<file path="config.mk">
export PLATFORM = sky130hd
export DESIGN_NAME = trace_dump_ctrl
export DESIGN_NICKNAME = d
export VERILOG_FILES = /design/src/rtl/trace_dump_pkg.sv /design/src/rtl/trace_burst_plan.sv /design/src/rtl/trace_dump_ctrl.sv
export SDC_FILE = /design/constraint.sdc
export NUM_CORES = 1
export LEC_CHECK = 0
export ABC_AREA = 1
export CORE_MARGIN = 2
export CORE_UTILIZATION = 29
export CTS_CLUSTER_DIAMETER = 200
export CTS_CLUSTER_SIZE = 20
export DETAILED_ROUTE_END_ITERATION = 16
export PLACE_DENSITY = 0.5
export SLEW_MARGIN = 20
export SYNTH_ARGS = -nofsm -noshare
export SYNTH_HDL_FRONTEND = slang
export SYNTH_SLANG_ARGS = --single-unit
</file>
<file path="constraint.sdc">
create_clock -name clk -period 9.9 [get_ports clk]
set_input_delay 1.98 -clock clk [delete_from_list [all_inputs] [get_ports clk]]
set_output_delay 1.98 -clock clk [all_outputs]
set_load 0.005 [all_outputs]
</file>
<file path="src/rtl/trace_dump_pkg.sv">
// Shared types and constants for the trace buffer dump sequencer.
package trace_dump_pkg;

  typedef enum logic [2:0] {
    ST_IDLE,
    ST_SNAP,
    ST_AW,
    ST_W,
    ST_B,
    ST_DONE
  } state_t;

  localparam logic [7:0] STATUS_OK         = 8'd0;
  localparam logic [7:0] STATUS_BRESP_ERR  = 8'd1;
  localparam logic [7:0] STATUS_MISALIGNED = 8'd2;

  localparam logic [1:0] BURST_INCR  = 2'b01;
  localparam logic [2:0] SIZE_8B     = 3'b011;
  localparam logic [1:0] RESP_OKAY   = 2'b00;
  localparam logic [1:0] RESP_EXOKAY = 2'b01;

  localparam int unsigned PAGE_BYTES = 4096;

  function automatic logic resp_ok(input logic [1:0] resp);
    return (resp == RESP_OKAY) || (resp == RESP_EXOKAY);
  endfunction

endpackage

</file>
<file path="src/rtl/trace_burst_plan.sv">
// Burst length: min(remaining entries, MaxBurst, 8-byte beats left in the 4 KB page).
module trace_burst_plan
  import trace_dump_pkg::*;
#(
  parameter int unsigned CountWidth = 16,
  parameter int unsigned MaxBurst   = 16
) (
  input  logic [CountWidth-1:0] remaining,
  input  logic [11:0]           page_off,
  output logic [8:0]            beats
);

  localparam int unsigned CalcWidth = (CountWidth > 10) ? CountWidth : 10;

  logic [9:0]           room_beats;
  logic [CalcWidth-1:0] pick;

  always_comb begin
    room_beats = 10'((13'(PAGE_BYTES) - {1'b0, page_off}) >> 3);
    pick = CalcWidth'(MaxBurst);
    if (CalcWidth'(remaining) < pick) pick = CalcWidth'(remaining);
    if (CalcWidth'(room_beats) < pick) pick = CalcWidth'(room_beats);
    beats = 9'(pick);
  end

endmodule

</file>
<file path="src/rtl/trace_dump_ctrl.sv">
// Drains the trace buffer to host memory over AXI4 write bursts on ap_start.
module trace_dump_ctrl
  import trace_dump_pkg::*;
#(
  parameter int unsigned AddrWidth  = 64,
  parameter int unsigned MaxBurst   = 16,
  parameter int unsigned CountWidth = 16
) (
  input  logic                  clk,
  input  logic                  reset,
  input  logic                  ap_start,
  output logic                  ap_done,
  output logic                  ap_ready,
  output logic                  ap_idle,
  input  logic [63:0]           trace_dump,
  output logic [31:0]           tracer_return_code,
  input  logic [CountWidth-1:0] buf_count,
  input  logic [63:0]           buf_data,
  output logic                  buf_pop,
  output logic [AddrWidth-1:0]  awaddr,
  output logic [7:0]            awlen,
  output logic [2:0]            awsize,
  output logic [1:0]            awburst,
  output logic                  awvalid,
  input  logic                  awready,
  output logic [63:0]           wdata,
  output logic [7:0]            wstrb,
  output logic                  wlast,
  output logic                  wvalid,
  input  logic                  wready,
  input  logic [1:0]            bresp,
  input  logic                  bvalid,
  output logic                  bready
);

  state_t                state, state_next;
  logic [CountWidth-1:0] rem, rem_next;
  logic [AddrWidth-1:0]  addr, addr_next;
  logic [23:0]           written, written_next;
  logic [8:0]            beats, plan_beats, beat_cnt;
  logic [7:0]            done_status;

  // Planned from the next-cycle pointer so awaddr/awlen are registered on AW entry.
  trace_burst_plan #(
    .CountWidth(CountWidth),
    .MaxBurst  (MaxBurst)
  ) u_plan (
    .remaining(rem_next),
    .page_off (addr_next[11:0]),
    .beats    (plan_beats)
  );

  always_comb begin
    state_next   = state;
    rem_next     = rem;
    addr_next    = addr;
    written_next = written;
    done_status  = STATUS_OK;
    unique case (state)
      ST_IDLE: if (ap_start) state_next = ST_SNAP;
      ST_SNAP: begin
        rem_next     = buf_count;
        addr_next    = AddrWidth'(trace_dump);
        written_next = '0;
        if (trace_dump[2:0] != 3'd0) begin
          done_status = STATUS_MISALIGNED;
          state_next  = ST_DONE;
        end else if (buf_count == '0) begin
          state_next = ST_DONE;
        end else begin
          state_next = ST_AW;
        end
      end
      ST_AW: if (awready) state_next = ST_W;
      ST_W:  if (wready && wlast) state_next = ST_B;
      ST_B: begin
        if (bvalid) begin
          if (resp_ok(bresp)) begin
            rem_next     = rem - CountWidth'(beats);
            addr_next    = addr + AddrWidth'({beats, 3'b000});
            written_next = written + 24'(beats);
            state_next   = (rem_next == '0) ? ST_DONE : ST_AW;
          end else begin
            done_status = STATUS_BRESP_ERR;
            state_next  = ST_DONE;
          end
        end
      end
      ST_DONE: state_next = ST_IDLE;
      default: state_next = ST_IDLE;
    endcase
  end

  always_ff @(posedge clk or negedge reset) begin
    if (!reset) begin
      state              <= ST_IDLE;
      rem                <= '0;
      addr               <= '0;
      written            <= '0;
      beats              <= '0;
      beat_cnt           <= '0;
      ap_idle            <= 1'b1;
      ap_done            <= 1'b0;
      ap_ready           <= 1'b0;
      tracer_return_code <= '0;
      awaddr             <= '0;
      awlen              <= '0;
      awvalid            <= 1'b0;
      wvalid             <= 1'b0;
      wlast              <= 1'b0;
      bready             <= 1'b0;
    end else begin
      state    <= state_next;
      rem      <= rem_next;
      addr     <= addr_next;
      written  <= written_next;
      ap_idle  <= (state_next == ST_IDLE);
      ap_done  <= (state_next == ST_DONE);
      ap_ready <= (state_next == ST_DONE);
      awvalid  <= (state_next == ST_AW);
      wvalid   <= (state_next == ST_W);
      bready   <= (state_next == ST_B);
      if (state_next == ST_AW && state != ST_AW) begin
        awaddr <= addr_next;
        awlen  <= 8'(plan_beats - 9'd1);
        beats  <= plan_beats;
      end
      // wlast is looked ahead one beat so it is valid in the same cycle as the final beat.
      if (state_next == ST_W && state != ST_W) begin
        beat_cnt <= '0;
        wlast    <= (beats == 9'd1);
      end else if (state == ST_W && wready) begin
        beat_cnt <= beat_cnt + 9'd1;
        wlast    <= (beat_cnt + 9'd2 == beats);
      end
      if (state_next == ST_DONE && state != ST_DONE)
        tracer_return_code <= {written_next, done_status};
    end
  end

  assign buf_pop = wvalid & wready;
  assign wdata   = buf_data;
  assign awsize  = SIZE_8B;
  assign awburst = BURST_INCR;
  assign wstrb   = '1;

endmodule

</file>
==> After elaboration in Yosys (flattened, before gate mapping) <==
Index checks and enable logic that the tools add are counted.
{ "word_totals": {"regBits": 235, "inputBits": 152} }
{ "classes": {"addsub": 7, "n_lt_le_gt_ge": 2, "eq_ne": 14, "muxes": 28, "n_bitwise": 1, "reduce_logical": 13} }
{ "ops": {"columns": ["cell", "n"], "rows": [
  ["$mux 64", 2],
  ["$pmux 64 s2", 1],
  ["$add 64x12->64", 1],
  ["$mux 16", 3],
  ["$mux 24", 2],
  ["$pmux 24 s2", 1],
  ["$logic_not 16->1", 2],
  ["$pmux 16 s2", 1],
  ["$mux 9", 3],
  ["$add 24x9->24", 1],
  ["$mux 3", 8],
  ["$lt 10x16->1", 1],
  ["$lt 16x5->1 const B", 1],
  ["$sub 16x9->16", 1],
  ["$pmux 3 s5", 1],
  ["$sub 13x12->13 const A", 1],
  ["$eq 3x2->1 const B", 4],
  ["$add 9x1->9 const B", 1],
  ["$add 9x2->9 const B", 1],
  ["$eq 3x3->1 const B", 3],
  ["$eq 9x1->1 const B", 1],
  ["$eq 9x9->1", 1],
  ["$sub 8x1->8 const B", 1],
  ["$logic_not 3->1", 2],
  ["13 further kinds", 21]
]} }

==> Logic depth before layout (Yosys ltp) <==
Gate-level depths: netlist (run 1).
{ "depth": {"depth_word": 10, "depth_mapped": 37} }

==> By module <==
A second synthesis (run 1) with hierarchy kept.
{ "hier_totals": {"cells_unflattened": 2081, "area_unflattened_um2": 14911.8} }
{ "by_module_without_submodules": {"columns": ["module", "instances", "cells_each", "area_each_um2", "seq_area_each_um2"], "rows": [
  ["trace_dump_ctrl", 1, 1968, 14330.0, 5731.7],
  ["trace_burst_plan", 1, 113, 581.8, 0.0]
]} }

==> Least setup slack after synthesis (run 1) <==
No wires, ideal clock.
{ "synth_path": {"path_kind": "input to register", "startpoint": "in bresp[1]", "endpoint": "reg awlen[6]", "setup_ps": 123, "t_arrival_ps": 5242, "required_ps": 9777, "setup_slack_ps": 4535, "path_stages": 33, "n_path_buf": 1, "path_cell_list": "inv_1 > nand2_1 > buf_2 > or2_2 > o211ai_1 > inv_1 > a221oi_2 > inv_2 > nor2_1 > inv_2 > nor2_1 > nand4_1 > nor2_1 > inv_1 > nand2_1 > nand2_1 > inv_1 > ha_1 > nand2_1 > nor2_1 > a211oi_1 > nand2_2 > nand2_4 > nand2_4 > nand3_1 > nand2_2 > inv_2 > ha_1 > nand2_1 > nor2_1 > nand2_1 > nand2_1 > o21ai_1"} }
{ "synth_lines": {"columns": ["item", "line", "source"], "rows": [
  ["start, declared", "trace_dump_ctrl.sv:31", "input logic [1:0] bresp,"],
  ["$eq 2x1->1 or $logic_not 2->1 (tied branches)", "trace_dump_pkg.sv:25", "return (resp == RESP_OKAY) || (resp == RESP_EXOKAY);"],
  ["$logic_or 1x1->1 *", "trace_dump_pkg.sv:25", null],
  ["$mux 64 *", "trace_dump_ctrl.sv:78", "if (resp_ok(bresp)) begin"],
  ["$mux 64 *", "trace_dump_ctrl.sv:77", "if (bvalid) begin"],
  ["$pmux 64 s2 *", "trace_dump_ctrl.sv:59", "unique case (state)"],
  ["via addr_next[4]", "trace_dump_ctrl.sv:38", "logic [AddrWidth-1:0] addr, addr_next;"],
  ["$sub 13x12->13 *", "trace_burst_plan.sv:19", "room_beats = 10'((13'(PAGE_BYTES) - {1'b0, page_off}) >> 3);"],
  ["$lt 10x16->1", "trace_burst_plan.sv:22", "if (CalcWidth'(room_beats) < pick) pick = CalcWidth'(room_beats);"],
  ["$mux 9 *", "trace_burst_plan.sv:22", null],
  ["$sub 8x1->8 *", "trace_dump_ctrl.sv:125", "awlen <= 8'(plan_beats - 9'd1);"],
  ["end signal, assigned", "trace_dump_ctrl.sv:125", null],
  ["end, declared", "trace_dump_ctrl.sv:21", "output logic [7:0] awlen,"]
]} }
Mark *: on every way through the listed nets, which the timed path passes. The rest lies on a longest branch.
A chain may end at the register's enable or synchronous reset.

==> Worst setup path in the final report (run 1) <==
{ "layout_path": {"startpoint": "in bvalid", "endpoint": "reg awlen[6]"} }
{ "layout_lines": {"columns": ["item", "line", "source"], "rows": [
  ["start, declared", "trace_dump_ctrl.sv:32", "input logic bvalid,"],
  ["$mux 64 *", "trace_dump_ctrl.sv:77", null],
  ["$pmux 64 s2 *", "trace_dump_ctrl.sv:59", null],
  ["via addr_next[3]", "trace_dump_ctrl.sv:38", null],
  ["$sub 13x12->13 *", "trace_burst_plan.sv:19", null],
  ["$lt 10x16->1", "trace_burst_plan.sv:22", null],
  ["$mux 9 *", "trace_burst_plan.sv:22", null],
  ["$sub 8x1->8 *", "trace_dump_ctrl.sv:125", null]
]} }
Marked as above.

==> results of run 1 <==
-- registers in the layout (all words and copies together) (netlist names), 3 cells and up --
name	count
written	24
beat_cnt	9
beats	9
tracer_return_code	26
state	3
addr	64
awlen	8
awaddr	64
rem	16
-- through the flow --
step	power, mW	utilization [%]	area, um^2	instances
2_1_floorplan	3.46	-	14000	1909
3_3_place_gp	4.52	33.5	15900	2587
3_5_place_dp	4.54	33.5	15900	2587
4_1_cts	5.21	34.3	16300	2607
5_1_grt	5.65	34.3	16300	2607
6_report	5.15	34.3	16300	2607
-- logic make-up (layout without fill, tap and decap cells) --
family                     after synthesis  after routing  synth area share [%]
AOI/OAI and AO/OA                      249            249                  11.2
muxes                                    1              1                0.0719
adders and majority gates               42             42                  3.94
xor gates and xnor gates                22             22                  1.38
and+or+nand+nor                        972            972                  29.7
buffers and inverters                  370            453                  12.5
other                                    2             24                0.0539
DFF                                    229            229                  41.2
-- power breakdown --
group	switching (mW)	leakage, nW	internal [mW]
clock	0.347	0.196	0.282
combinational	1.85	4.54	1.05
sequential	0.304	2.93	1.31
-- worst paths after layout --
path,cells past startpoint,from,to
setup / recovery,27,bvalid,awlen[6]
hold / removal,2,awaddr[28],awaddr[28]
setup reg to reg,27,state[2],awlen[6]
hold reg to reg,2,awaddr[28],awaddr[28]
max in group asynchronous,2,reset,rem[6]
min in group asynchronous,1,reset,awaddr[38]
-- routing by layer --
metal / wire, um / up-vias / track usage (%)
met3: 2720 / 61 / 3.08
met2: 20800 / 388 / 29.6
li1: - / 6229 / -
met4: 1220 / 0 / 5.15
met1: 22200 / 5983 / 26.3
met5: 0 / - / 0
-- cell type report --
cell class	count	area, um^2
clock inverter	1	16.3
clock buffer	19	390
multi-input combinational	1310	6540
timing repair buffer	198	1980
inverter	235	882
sequential	229	5730
tap	615	769
fill	5030	31200
-- critical path, stage by stage --
cell	delay, ns
clkdlybuf4s50_1	0.54
nand2_1	0.52
nand3_1	0.37
nand2_2	0.46
a21oi_1	0.30
o21ai_1	0.14
nor2_1	0.14
inv_2	0.07
nor2_1	0.12
inv_2	0.05
nor2_1	0.16
nand4_1	0.16
nor2_1	0.17
nand2_1	0.11
nor2_1	0.11
ha_1	0.25
a21oi_1	0.55
nand2_4	0.15
nand3_1	0.11
nand2_2	0.10
inv_2	0.07
ha_1	0.16
nand2_1	0.09
nor2_1	0.15
nand2_1	0.08
nand2_1	0.06
o21ai_1	0.06
-- cells in the mapped netlist, drive strengths merged, types with 2 or more instances --
| library cell | number |
|---|---|
| a21boi | 4 |
| a21oi | 55 |
| a221oi | 5 |
| a22o | 5 |
| a22oi | 17 |
| a31oi | 4 |
| a32o | 6 |
| and2 | 3 |
| buf | 115 |
| clkbuf | 20 |
| conb | 2 |
| dfrtp | 228 |
| fa | 3 |
| ha | 39 |
| inv | 235 |
| nand2 | 614 |
| nand3 | 124 |
| nand4 | 25 |
| nor2 | 122 |
| nor3 | 43 |
| nor4 | 24 |
| o211ai | 41 |
| o21a | 2 |
| o21ai | 88 |
| o21bai | 3 |
| o221ai | 7 |
| o31ai | 5 |
| or2 | 12 |
| or3 | 2 |
| xor2 | 21 |
==> out/results.txt, run 1 <==
Initial Utilization - 29.3%
cell taking the most area after synthesis - dfrtp_1
H-tree depth - 1
vias - 12700
DR WL/cell - 18.0 um
global route overflow - 0
Max FO, Critical Path - 29
reg2reg setup slack - 3.95 ns
First-pass DRT Iterations - 5
CTS clk-pin slew, worst paths - 0.08 ns
library cells used by synthesis - 58
Seq/Total Area, Yosys - 41.2%
max-slew violations - 0
hold-fix buffers at CTS - 0
die area - 49800 um^2
highest clock rate - 0.145 GHz
Max Cap Viol - 0
final setup skew - 0.0277 ns
synth top area cells - dfrtp_1 (41%), nand2_1 (16%), inv_1 (5.9%), buf_4 (4.5%), nand3_1 (4.4%)
initial antenna violation count - 0
Skew-Pair Late Insertion Delay - 0.50 ns
final hold violation count - 0
Area Growth Syn to Fin - 17.2%
commonest non-fill, non-tap cell in the layout - nand2_1
top-area cell type share of the netlist area - 41.0%
Routed WL - 46.9 mm
Crit. End Element - flip-flop
DIE WIDTH - 223 um
Setup Buffers After CTS - 0
I/O pin total - 341
Final Worst Setup Slack - 2.99 ns
synthesized cell area - 13900 um^2
syn avg cell area - 7.38 um^2
startpoint class of the critical path - input port
DP HPWL - 34.8 mm
worst slew pin tran - 0.994 ns
DRC Markers - 0
IR drop worst, VDD - 100 uV
Fin Hold WS - 0.478 ns
first-pass GRT wire length - 72.4 mm
Yosys warnings - 0
Setup-failing EPs final - 0
CTS tree - done
PortBufs - 192
vias in the first global route - 12500
Num CTS Buffers - 15
EDFF count, synth - 0
RSZ-0062 raised after global routing - false
Std-Cell Rows - 80
run status - finished clean
pre-CTS setup slack - 2.43 ns
vias per cell - 4.86
min cycle time layout - 6.91 ns
Arr. time, crit path - 7.29 ns
Main synth FF type - dfrtp_1
cell leakage power - 7.67 nW
Req. time, crit path - 10.28 ns
pwr/cell area - 315 nW/um^2
initial drt markers - 805
Max Buffers Root-to-Sink - 3
largest net degree at the start of global routing - 119
CTS resizes - 0
Routability Congestion - 0.926
Crit Path Class - input port to flip-flop
most frequent cells in the layout - nand2_1 (604), dfrtp_1 (228), inv_1 (220)
Syn Inst Count - 1887
class of the most critical hold timing path - flip-flop to flip-flop
Nets - 2183
Die Ht - 223 um
clk root buf - clkbuf_16
Final period util - 69.8%
core area - 47500 um^2
setup tns final - 0 ns
Synth async-reset ratio - 100%
Seq cells post-synth - 229
Slew HR - 33.6%
all-layer global routing usage - 18.7%
Num Clock Sinks - 229
DRT antenna net count - 0
diode count - 0
layout cells sized above 1 - 3.87%
Note: power is estimated with default switching activity, not from simulation.
==> inputs of run 2 (changes only) <==
--- a/config.mk
+++ b/config.mk
@@ -11,7 +11,7 @@
 export CTS_CLUSTER_DIAMETER = 200
 export CTS_CLUSTER_SIZE = 20
 export DETAILED_ROUTE_END_ITERATION = 16
-export PLACE_DENSITY = 0.5
+export PLACE_DENSITY = 0.52
 export SLEW_MARGIN = 20
 export SYNTH_ARGS = -nofsm -noshare
 export SYNTH_HDL_FRONTEND = slang
==> constraint.sdc (replaced) <==
create_clock -name clk -period 6 [get_ports clk]
set_input_delay 1.2 -clock clk [delete_from_list [all_inputs] [get_ports clk]]
set_output_delay 1.2 -clock clk [all_outputs]
set_load 0.005 [all_outputs]
==> run 2 against run 1 <==
Cell area rose by 0.57%. Sequential share of layout area fell by 0.20 points. Utilization rose by 0.19 points. Die area did not move. Sequential power rose by 65%. Total power rose by 66%. Final cell count rose by 0.50%. Via count fell by 0.60%. Clock skew fell by 0.0057 ns. Flip-flop and latch count did not move. Largest cell class unchanged. Largest power group unchanged.
==> out/results.txt, run 2 (synthesized netlist as in run 1, its figures left out) <==
PortBufs - 192
hold-fix buffers at CTS - 0
vias in the first global route - 12500
Initial Utilization - 29.3%
first-pass GRT wire length - 72.7 mm
Num Clock Sinks - 229
run status - finished clean
most frequent cells in the layout - nand2_1 (604), dfrtp_1 (228), inv_1 (220)
largest net degree at the start of global routing - 121
Setup-failing EPs final - 0
Worst Hold Path EP - awaddr[19]
IR drop worst, VDD - 228 uV
Overall Power - 8.55 mW
class of the most critical hold timing path - flip-flop to flip-flop
Area Growth Syn to Fin - 17.9%
hold_sp - awaddr[19]
cell area after layout - 16400 um^2
biggest regs - addr x64, awaddr x64, tracer_return_code x26
vias - 12600
Req. time, crit path - 6.40 ns
Max Buffers Root-to-Sink - 3
CTS resizes - 0
commonest non-fill, non-tap cell in the layout - nand2_1
DIE WIDTH - 223 um
DRC Markers - 0
placed inst area - 16000 um^2
Fill cells - 5037
pwr/cell area - 521 nW/um^2
worst slew pin tran - 0.901 ns
Skew-Pair Late Insertion Delay - 0.51 ns
Setup Buffers After CTS - 0
I/O pin total - 341
DRT antenna net count - 0
initial drt markers - 926
final setup skew - 0.0220 ns
Routed WL - 46.5 mm
RSZ-0062 raised after global routing - false
hold path depth - 2
Nets - 2195
pre-CTS setup slack - 0.479 ns
highest clock rate - 0.200 GHz
H-tree depth - 1
Reg2Reg Capture Point - awlen[6]
Routability Congestion - 0.929
cell leakage power - 7.72 nW
reg2reg setup slack - 1.07 ns
setup tns final - 0 ns
CTS clk-pin slew, worst paths - 0.09 ns
core area - 47500 um^2
min cycle time layout - 5.01 ns
Std-Cell Rows - 80
final hold violation count - 0
CTS tree - done
Final period util - 83.5%
CP max-delay cell - clkdlybuf4s50_1
Final Worst Setup Slack - 0.991 ns
Critical path origin - bvalid
Arr. time, crit path - 5.41 ns
max-slew violations - 0
Die Ht - 223 um
FF-to-FF path depth - 32
initial antenna violation count - 1
DP HPWL - 35.2 mm
DR WL/cell - 17.7 um
slowest stage delay, CP - 0.54 ns
global route overflow - 0
First-pass DRT Iterations - 5
Max Cap Viol - 0
Crit Path Class - input port to flip-flop
layout cells sized above 1 - 4.44%
most frequent CP cell - nand2_1
Crit. End Element - flip-flop
Max FO, Critical Path - 8
startpoint class of the critical path - input port
Slew HR - 40.0%
Num CTS Buffers - 15
vias per cell - 4.80
clk root buf - clkbuf_16
Fin Hold WS - 0.476 ns
RR Startpoint - state[1]
die area - 49800 um^2
all-layer global routing usage - 18.7%
-- run 2: layout make-up --
type                            instances  area, um^2  area share, %
Tap cell                              615         769           4.69
Sequential cell                       229        5730           34.9
Inverter                              235         882           5.38
Clock buffer                           19         390           2.38
Clock inverter                          1        16.3         0.0991
Timing Repair Buffer                  210        2070           12.6
Multi-Input combinational cell       1310        6540           39.9
Antenna cell                            1        2.50         0.0152
-- run 2: worst max-delay path by stage --
stage | endpoint | depth (start not counted) | slack (ns)
floorplan | awlen[6] | 33 | 1.41
global placement | awlen[6] | 33 | 0.52
global route | awlen[4] | 31 | 0.43
finish | awlen[6] | 33 | 0.99
detailed placement | awlen[6] | 33 | 0.48
CTS | awlen[6] | 33 | 1.00
-- run 2: per-stage QoR --
| stage | utilization (%) | cells |
|---|---|---|
| floorplan | - | 1909 |
| global placement | 33.7 | 2599 |
| detailed placement | 33.7 | 2599 |
| CTS | 34.5 | 2619 |
| global route | 34.5 | 2620 |
| finish | 34.5 | 2620 |
-- run 2: where the power goes --
part	internal, mW	switching (mW)	total, mW
Sequential	2.16	0.502	2.66
Combinational	1.78	3.07	4.85
Clock	0.465	0.576	1.04
-- run 2: worst max-delay path, delay by kind of cell --
family          cells  cell delay, ns
fa+ha+maj           2            0.39
compound gates      4            0.56
buf+inv             6            0.87
simple gates       21            2.37
-- run 2: routing by layer --
metal / track usage [%] / up-vias / routed length (um)
met3: 3.58 / 50 / 2840
met4: 4.35 / 0 / 851
met2: 30.0 / 334 / 21000
li1: - / 6256 / -
met1: 26.0 / 5945 / 21800
met5: 0 / - / 0
==> inputs of run 3 (changes only) <==
--- a/config.mk
+++ b/config.mk
@@ -11,7 +11,7 @@
 export CTS_CLUSTER_DIAMETER = 200
 export CTS_CLUSTER_SIZE = 20
 export DETAILED_ROUTE_END_ITERATION = 16
-export PLACE_DENSITY = 0.52
+export PLACE_DENSITY = 0.5
 export SLEW_MARGIN = 20
 export SYNTH_ARGS = -nofsm -noshare
 export SYNTH_HDL_FRONTEND = slang
==> constraint.sdc (replaced) <==
create_clock -name clk -period 5 [get_ports clk]
set_input_delay 1 -clock clk [delete_from_list [all_inputs] [get_ports clk]]
set_output_delay 1 -clock clk [all_outputs]
set_load 0.005 [all_outputs]
==> run 3 against run 2 <==
Utilization grew 0.87 points. Via count is 1.9% higher. Final cell count is 1.9% higher. Highest routed layer is now met5.
==> out/results.txt, run 3 (synthesized netlist as in run 1, its figures left out) <==
run status - finished clean
FF/Latch Area - 5740 um^2
Switch Pwr - 5.10 mW
class of the most critical hold timing path - flip-flop to flip-flop
grt met2 use - 30.6%
startpoint class of the critical path - input port
Max Cap Viol - 0
all-layer global routing usage - 18.9%
Comb pwr share - 58.6%
Critical path origin - bvalid
Reg2Reg Capture Point - awlen[6]
first-pass GRT wire length - 73.8 mm
Die Ht - 223 um
min cycle time layout - 4.60 ns
final setup skew - 0.0486 ns
Area Growth Syn to Fin - 20.9%
Top Usage Layer GRT - met2
Post-Layout Cell Count - 2669
placed cells - 2649
initial drt markers - 816
Skew-Pair Late Insertion Delay - 0.53 ns
commonest non-fill, non-tap cell in the layout - nand2_1
global route overflow - 0
RSZ-0062 raised after global routing - false
routing usage on met3 - 2.86%
biggest regs - addr x64, awaddr x64, tracer_return_code x26
slowest stage delay, CP - 0.47 ns
Fill cells - 5087
IR drop worst, VDD - 335 uV
die area - 49800 um^2
most frequent CP cell - nand2_1
core area - 47500 um^2
initial antenna violation count - 1
Num Clock Sinks - 229
vias in the first global route - 12700
largest net degree at the start of global routing - 111
final hold violation count - 0
most frequent cells in the layout - nand2_1 (604), dfrtp_1 (225), inv_1 (219)
Routed WL - 47.4 mm
reg2reg setup slack - 0.52 ns
Arr. time, crit path - 5.01 ns
FF-to-FF path depth - 30
Setup Buffers After CTS - 0
DIE WIDTH - 223 um
Crit. End Element - flip-flop
layout cells sized above 1 - 7.16%
Slew HR - 38.9%
CP max-delay cell - clkdlybuf4s50_1
max-slew violations - 0
vias - 12800
clk root buf - clkbuf_16
worst slew pin tran - 0.916 ns
highest clock rate - 0.218 GHz
Layout Utilization - 35.4%
DR WL/cell - 17.8 um
Routability Congestion - 0.936
Nets - 2245
I/O pin total - 341
DRT antenna net count - 0
CTS clk-pin slew, worst paths - 0.09 ns
H-tree depth - 1
Setup-failing EPs final - 0
Std-Cell Rows - 80
Final period util - 91.9%
Req. time, crit path - 5.41 ns
share of power burned in registers - 29.6%
DP HPWL - 36.4 mm
switching share of total power - 47.6%
Max Buffers Root-to-Sink - 3
Worst Setup EP - awlen[6]
Max FO, Critical Path - 6
Int Power - 5.60 mW
Num CTS Buffers - 15
met1 GRT Util - 26.5%
pwr/cell area - 636 nW/um^2
cell leakage power - 7.97 nW
PortBufs - 192
vias per cell - 4.80
Overall Power - 10.7 mW
multi-input logic area - 6550 um^2
clock network fraction of design power - 11.8%
DRC Markers - 0
Initial Utilization - 29.3%
First-pass DRT Iterations - 5
RR Startpoint - beats[0]
Crit Path Class - input port to flip-flop
CTS tree - done
diode count - 0
[run 3: layout make-up]
class                   instances  share of cell area (%)
multi-input cells            1310                    38.9
flip-flops and latches        229                    34.1
repair buffers                260                    14.7
inverters                     235                    5.24
well taps                     615                    4.57
clock buffers                  18                    2.30
clock inverters                 2                   0.149
[run 3: worst max-delay path, delay by kind of cell]
kind	cells	cell delay [ns]
AND/OR/NAND/NOR	15	1.74
buffers and inverters	7	0.94
AO/OA/AOI/OAI	5	0.75
adder cells (fa/ha/maj)	2	0.37
XOR/XNOR	1	0.20
[run 3: what timing repair did]
action                                 4_1_cts  5_1_grt
endpoints found under the hold margin        0        0
hold buffers                                 0        0
setup endpoints to repair                    0        5
gates resized for setup                      0        7
[run 3: power by group through the flow]
stage / registers (mW) / logic (mW) / clock network (mW)
global route: 3.26 / 7.07 / 1.38
finish: 3.16 / 6.27 / 1.27
detailed placement: 3.19 / 6.27 / 0
floorplan: 3.05 / 3.80 / 0
CTS: 3.17 / 6.31 / 1.32
global placement: 3.19 / 6.24 / 0
[run 3: through the flow]
| stage | instance area (um^2) | hold WS, ns | setup TNS, ns | setup slack, ns |
|---|---|---|---|---|
| 2_1_floorplan | 14000 | 0.447 | 0 | 0.615 |
| 3_3_place_gp | 16400 | 0.459 | -0.217 | -0.0971 |
| 3_5_place_dp | 16400 | 0.459 | -0.183 | -0.0815 |
| 4_1_cts | 16800 | 0.482 | 0 | 0.418 |
| 5_1_grt | 16800 | 0.505 | 0 | 0.0120 |
| 6_report | 16800 | 0.473 | 0 | 0.403 |
[run 3: how the worst min path moves through the flow]
stage                      from     endpoint  slack, ns  cells after the start
global placement     awaddr[19]   awaddr[19]       0.46                      2
CTS                  awaddr[32]   awaddr[32]       0.48                      2
floorplan           written[23]  written[23]       0.45                      1
finish               awaddr[14]   awaddr[14]       0.47                      2
global route         awaddr[18]   awaddr[18]       0.50                      2
detailed placement   awaddr[14]   awaddr[14]       0.46                      2
[run 3: metal layers]
| metal | vias to the layer above | routed length, um | part of all wire [%] |
|---|---|---|---|
| met5 | - | 13 | 0.027 |
| met4 | 2 | 1030 | 2.2 |
| met3 | 59 | 2630 | 5.5 |
| met2 | 372 | 21400 | 45 |
| met1 | 6036 | 22300 | 47 |
| li1 | 6353 | - | - |
